==> src/rtl/eth_tx_arbiter_pkg.sv <==
// Shared Ethernet types: addressing bundle and TX arbiter state.
// Imported by the arbiter, its sub-module and benches.
package eth_tx_arbiter_pkg;

  localparam int ETH_ARB_MAX_REQ = 8;

  typedef struct packed {
    logic [47:0] dst_mac;
    logic [31:0] src_ip;
    logic [31:0] dst_ip;
    logic [15:0] src_port;
    logic [15:0] dst_port;
  } IPInfo;

  typedef enum logic [2:0] {
    ARB_IDLE,
    ARB_LAUNCH,
    ARB_WAIT_START,
    ARB_WAIT_DONE,
    ARB_GAP
  } eth_arb_state_t;

  function automatic int arb_idx_w(input int n);
    return (n > 1) ? $clog2(n) : 1;
  endfunction

endpackage

==> src/rtl/eth_tx_arbiter_round_robin.sv <==
// Combinational round-robin pick: search starts one past last.
// The pointer register lives in the parent.
module round_robin_arbiter
  import eth_tx_arbiter_pkg::*;
#(
  parameter int N  = 2,
  parameter int IW = arb_idx_w(N)
) (
  input  logic [N-1:0]  req,
  input  logic [IW-1:0] last,
  output logic          grant_valid,
  output logic [IW-1:0] grant
);

  logic [N-1:0] sh;

  // Walk from farthest to nearest so the nearest hit wins.
  always_comb begin
    grant_valid = 1'b0;
    grant       = '0;
    sh          = '0;
    for (int i = N; i >= 1; i--) begin
      sh = req >> ((int'(last) + i) % N);
      if (sh[0]) begin
        grant_valid = 1'b1;
        grant       = IW'((int'(last) + i) % N);
      end
    end
  end

endmodule

==> src/rtl/eth_tx_arbiter.sv <==
// Shares one UDP transmitter among NUM_REQ requesters:
// round-robin grant, send pulse, ready tracking, gap, timeout.
module eth_tx_arbiter
  import eth_tx_arbiter_pkg::*;
#(
  parameter int NUM_REQ        = 2,
  parameter int DATA_BITS      = 64,
  parameter int GAP_CYCLES     = 96,
  parameter int TIMEOUT_CYCLES = 1_000_000
) (
  input  logic                               clk,
  input  logic                               resetn,
  input  logic [NUM_REQ-1:0]                 req,
  input  logic [NUM_REQ-1:0][DATA_BITS-1:0]  req_data,
  input  IPInfo [NUM_REQ-1:0]                req_ip_info,
  output logic [NUM_REQ-1:0]                 ack,
  output logic [NUM_REQ-1:0]                 done,
  output logic                               timeout,
  output logic                               busy,
  output logic [DATA_BITS-1:0]               tx_data,
  output IPInfo                              tx_ip_info,
  output logic                               tx_send,
  input  logic                               tx_ready
);

  localparam int IW   = arb_idx_w(NUM_REQ);
  localparam int TMAX = (TIMEOUT_CYCLES > GAP_CYCLES)
                      ? TIMEOUT_CYCLES : GAP_CYCLES;
  localparam int TW   = $clog2(TMAX + 1);

  localparam logic [TW-1:0] T_LOAD = TW'(TIMEOUT_CYCLES);
  localparam logic [TW-1:0] G_LOAD = TW'(GAP_CYCLES - 1);

  eth_arb_state_t state_q, state_d;
  logic [TW-1:0]  timer_q, timer_d;
  logic [IW-1:0]  last_q, last_d;
  logic [IW-1:0]  gsel_q, gsel_d;
  logic [NUM_REQ-1:0] ack_q, ack_d;
  logic [NUM_REQ-1:0] done_q, done_d;
  logic           tout_q, tout_d;
  logic           send_q, send_d;
  logic           busy_q, busy_d;
  logic [DATA_BITS-1:0] data_q, data_d;
  IPInfo          ip_q, ip_d;

  logic           grant_valid;
  logic [IW-1:0]  grant;
  logic           expired;

  round_robin_arbiter #(
    .N  (NUM_REQ),
    .IW (IW)
  ) u_rr (
    .req         (req),
    .last        (last_q),
    .grant_valid (grant_valid),
    .grant       (grant)
  );

  assign expired = (timer_q == '0);

  // Next-state, timer and output pulse decode.
  always_comb begin
    state_d = state_q;
    timer_d = timer_q;
    last_d  = last_q;
    gsel_d  = gsel_q;
    data_d  = data_q;
    ip_d    = ip_q;
    ack_d   = '0;
    done_d  = '0;
    tout_d  = 1'b0;
    send_d  = 1'b0;
    unique case (state_q)
      ARB_IDLE: begin
        if (grant_valid && tx_ready) begin
          gsel_d  = grant;
          data_d  = req_data[grant];
          ip_d    = req_ip_info[grant];
          ack_d   = NUM_REQ'(1) << grant;
          state_d = ARB_LAUNCH;
        end
      end
      ARB_LAUNCH: begin
        send_d  = 1'b1;
        timer_d = T_LOAD;
        state_d = ARB_WAIT_START;
      end
      ARB_WAIT_START: begin
        if (!tx_ready) begin
          timer_d = T_LOAD;
          state_d = ARB_WAIT_DONE;
        end else if (expired) begin
          done_d  = NUM_REQ'(1) << gsel_q;
          tout_d  = 1'b1;
          timer_d = G_LOAD;
          state_d = ARB_GAP;
        end else begin
          timer_d = timer_q - TW'(1);
        end
      end
      ARB_WAIT_DONE: begin
        if (tx_ready || expired) begin
          done_d  = NUM_REQ'(1) << gsel_q;
          tout_d  = !tx_ready;
          timer_d = G_LOAD;
          state_d = ARB_GAP;
        end else begin
          timer_d = timer_q - TW'(1);
        end
      end
      ARB_GAP: begin
        if (expired) begin
          last_d  = gsel_q;
          state_d = ARB_IDLE;
        end else begin
          timer_d = timer_q - TW'(1);
        end
      end
      default: state_d = ARB_IDLE;
    endcase
    busy_d = (state_d != ARB_IDLE);
  end

  // State and registered outputs, synchronous active-low reset.
  always_ff @(posedge clk) begin
    if (!resetn) begin
      state_q <= ARB_IDLE;
      timer_q <= '0;
      last_q  <= IW'(NUM_REQ - 1);
      gsel_q  <= '0;
      ack_q   <= '0;
      done_q  <= '0;
      tout_q  <= 1'b0;
      send_q  <= 1'b0;
      busy_q  <= 1'b0;
      data_q  <= '0;
      ip_q    <= '0;
    end else begin
      state_q <= state_d;
      timer_q <= timer_d;
      last_q  <= last_d;
      gsel_q  <= gsel_d;
      ack_q   <= ack_d;
      done_q  <= done_d;
      tout_q  <= tout_d;
      send_q  <= send_d;
      busy_q  <= busy_d;
      data_q  <= data_d;
      ip_q    <= ip_d;
    end
  end

  assign ack        = ack_q;
  assign done       = done_q;
  assign timeout    = tout_q;
  assign busy       = busy_q;
  assign tx_data    = data_q;
  assign tx_ip_info = ip_q;
  assign tx_send    = send_q;

endmodule

==> config.mk <==
export PLATFORM = sky130hd
export DESIGN_NAME = eth_tx_arbiter
export DESIGN_NICKNAME = d
export VERILOG_FILES = /design/src/rtl/eth_tx_arbiter_pkg.sv /design/src/rtl/eth_tx_arbiter_round_robin.sv /design/src/rtl/eth_tx_arbiter.sv
export SDC_FILE = /design/constraint.sdc
export NUM_CORES = 1
export LEC_CHECK = 0
export CORE_AREA = 2 2 246 248
export DETAILED_ROUTE_END_ITERATION = 8
export DIE_AREA = 0 0 248 250
export SYNTH_ARGS = -nofsm -noshare
export SYNTH_HDL_FRONTEND = slang
export SYNTH_SLANG_ARGS = --single-unit
==> constraint.sdc <==
create_clock -name clk -period 2.64 [get_ports clk]
set_input_delay 0.396 -clock clk [delete_from_list [all_inputs] [get_ports clk]]
set_output_delay 0.396 -clock clk [all_outputs]
set_load 0.02 [all_outputs]
==> flow_metrics.env <==
export IMPL_worst_path_largest_cell_delay_ps=440
export IMPL_syn_area_per_cell_um2=8.051
export IMPL_synth_cell_type_count=50
export IMPL_die_area_um2=62000
export IMPL_postSynth_asyncResetShare=0
export IMPL_cts_tree="done"
export IMPL_final_cell_mix="clkdlybuf4s50_1, nand2_1, dfxtp_1"
export IMPL_synth_compound_area_frac=0.2152
export IMPL_cpLargestDelayFamily="simple AND/OR/NAND/NOR gates"
export IMPL_slew_headroom=0.4746
export IMPL_grtUsageTotal=0.1424
export IMPL_final_common_cell="clkdlybuf4s50_1"
export IMPL_dp_hpwl_um=35910
export IMPL_cts_resized=0
export IMPL_drt_initial_drc_count=511
export IMPL_hold_path_class="primary input to flip-flop"
export IMPL_initial_core_util=0.1849
export IMPL_vias=12300
export IMPL_grt_pass1_wl_um=69660
export IMPL_antenna_found_initial=1
export IMPL_cp_startpoint="timer_q[0]$_SDFFE_PN0P_"
export IMPL_die_x_um=248
export IMPL_outcome="finished clean"
export IMPL_grt_overflow=0
export IMPL_grt_max_degree=104
export IMPL_cts_made_buffers=30
export IMPL_viasPerCell=4.440
export IMPL_r2r_end="timer_q[4]$_SDFFE_PN0P_"
export IMPL_worst_ep_required_time_ps=3090
export IMPL_io_buffers=635
export IMPL_end_kind="flip-flop"
export IMPL_fmax_ghz=0.4093
export IMPL_cts_htree_levels=1
export IMPL_yosysWarningCount=0
export IMPL_maxCapViolCount=0
export IMPL_synth_edf_count=0
export IMPL_ys_seq_area_frac=0.4362
export IMPL_final_max_slew_viol_count=0
export IMPL_clock_sinks=240
export IMPL_synth_simple_area_share=0.2923
export IMPL_synthesis_area_um2=11010
export IMPL_syn_nets=1790
export IMPL_rr_startpoint="timer_q[0]$_SDFFE_PN0P_"
export IMPL_drive_gt1_frac=0.06083
export IMPL_dpl_cell_count=2716
export IMPL_nets=2388
export IMPL_num_io_pins=636
export IMPL_arrival_ps=2890
export IMPL_clk_pin_slew_ps=60
export IMPL_core_um2=59570
export IMPL_critPathMaxFanout=13
export IMPL_crit_slowest_cell="or3_4"
export IMPL_wl_per_cell_um=17.08
export IMPL_synth_top_family_by_area="simple AND/OR/NAND/NOR gates"
export IMPL_synth_fa_ha_area_frac=0.002045
export IMPL_rsz0062_at_grt="no"
export IMPL_drt_total_wl_um=47320
export IMPL_insertion_delay_ps=570
export IMPL_worstHoldEndpoint="tx_data[41]$_SDFFE_PN0P_"
export IMPL_ctsHoldBuffers=0
export IMPL_post_cts_buffers=0
export IMPL_power_leakage_nw=9.410
export IMPL_holdPathStages=2
export IMPL_fin_crit_sh=0.9255
export IMPL_reg2reg_depth=8
export IMPL_synth_xor_xnor_area_share=0.007952
export IMPL_fillCellCount=6217
export IMPL_detail_route_antenna_nets=0
export IMPL_setup_viol=0
export IMPL_ys_ff_latch=240
export IMPL_critical_path_class="flip-flop to flip-flop"
export IMPL_synth_mux_area_frac=0
export IMPL_p_total_mw=15.54
export IMPL_fp_row_count=90
export IMPL_power_density_nw_per_um2=797.2
export IMPL_root_buffer="clkbuf_16"
export IMPL_area_delta_synth_final_pct=77.00
export IMPL_setup_tns_ps=0
export IMPL_synthFlopType="dfxtp_1"
export IMPL_antenna_diode_count=0
export IMPL_drc_errors=0
export IMPL_dieHeight_um=250
export IMPL_period_minus_slack_ps=2443
export IMPL_grt_pass1_vias=12340
export IMPL_start_kind="flip-flop"
export IMPL_final_cells=2771
export IMPL_reg2reg_slack_ps=200
export IMPL_ir_worst_vdd_uv=575.4
export IMPL_hold_start="resetn"
export IMPL_drt_pass1_iter_count=5
export IMPL_synth_cells=1368
export IMPL_place_gp_congestion=0.9010
export IMPL_path_buf_inv=1
export IMPL_tightest_slew_ps=788.2
export IMPL_cts_buffer_depth=3
export IMPL_hold_viol_final=0
export IMPL_crit_chain="inv_1, ha_1, or3b_1, or3_4, o21ai_4, nand2_1, a32oi_1, nand3_1"
export IMPL_clock_skew_ps=13.73
-- layout make-up --
| cell class | instances | area [µm²] | area share |
|---|---|---|---|
| Timing Repair Buffer | 692 | 6960 | 0.3570 |
| Multi-Input combinational cell | 998 | 5718 | 0.2933 |
| Sequential cell | 240 | 4805 | 0.2465 |
| Tap cell | 782 | 978.4 | 0.05019 |
| Clock buffer | 40 | 859.6 | 0.04409 |
| Clock inverter | 15 | 158.9 | 0.008151 |
| Inverter | 4 | 15.01 | 0.0007702 |
-- sequential cells by signal, summed over array words and instances (netlist names) --
name / count
timeout: 1
tx_data: 64
gsel_q: 1
timer_q: 20
busy: 1
state_q: 3
ack: 2
done: 2
last_q: 1
tx_send: 1
tx_ip_info: 144
-- cell usage after synthesis, drive strengths merged, types with 2 or more instances --
library cell | instances | area share
nand4 | 4 | 0.0023
o21bai | 2 | 0.0014
and3 | 5 | 0.0028
or3 | 3 | 0.0022
nand2 | 439 | 0.15
nor3 | 11 | 0.0050
nand3 | 223 | 0.10
a21oi | 8 | 0.0036
nor2b | 3 | 0.0017
xor2 | 6 | 0.0048
nor4 | 6 | 0.0034
a32oi | 2 | 0.0016
and2 | 3 | 0.0017
clkbuf | 108 | 0.037
or3b | 2 | 0.0016
nand2b | 4 | 0.0023
a31oi | 2 | 0.0011
o211a | 210 | 0.19
nor2 | 24 | 0.0082
nor4b | 2 | 0.0022
or4 | 5 | 0.0039
inv | 4 | 0.0014
dfxtp | 240 | 0.44
buf | 18 | 0.0082
o21ai | 11 | 0.0067
o2111a | 4 | 0.0041
xnor2 | 4 | 0.0032
-- metrics by stage --
stage	hold slack (ps)	setup slack [ps]	cell area, µm²	utilization
final	232.8	196.8	19490	0.3273
after global routing	211.8	85.31	19490	0.3273
after CTS	196.4	254.7	19490	0.3273
after detailed placement	411.0	179.1	18480	0.3102
after global placement	406.0	205.3	18480	0.3102
after floorplan	392.5	402.2	11010	-
-- layer usage --
layer,GRT usage,part of all wire,up-vias
met5,0,0.00025,-
met4,0.04893,0.036,2
met3,0.04603,0.091,74
met2,0.2533,0.49,485
met1,0.1575,0.38,5753
li1,-,-,5988
-- where the power goes --
group	switching, mW	internal (mW)
sequential	0.536	4.41
clock	1.65	2.57
combinational	3.31	3.08
-- cells by family (layout without fill, tap and decap cells) --
logic type	after synthesis	in the layout
AND/OR/NAND/NOR	739	739
flip-flops	240	240
XOR/XNOR	10	10
AO/OA/AOI/OAI	247	247
adder cells (fa/ha/maj)	2	2
buffers and inverters	130	751
-- worst reg2reg max path: cells and delay by family (launching register included) --
family                   cells  cell delay, ps
AND/OR/NAND/NOR              4            1270
AO/OA/AOI/OAI                2             490
adder cells (fa/ha/maj)      1             170
buffers and inverters        1              70
flip-flops                   1             340
-- how the worst max path moves through the flow --
| stage | end | slack [ps] | cells past startpoint |
|---|---|---|---|
| after floorplan | busy$_SDFF_PN0_ | 400 | 9 |
| after global placement | tx_ip_info[26]$_SDFFE_PN0P_ | 210 | 8 |
| after detailed placement | tx_ip_info[22]$_SDFFE_PN0P_ | 180 | 8 |
| after CTS | timer_q[2]$_SDFFE_PN0P_ | 250 | 8 |
| after global routing | timer_q[4]$_SDFFE_PN0P_ | 90 | 8 |
| final | timer_q[4]$_SDFFE_PN0P_ | 200 | 8 |
Note: power is estimated with default switching activity, not from simulation.
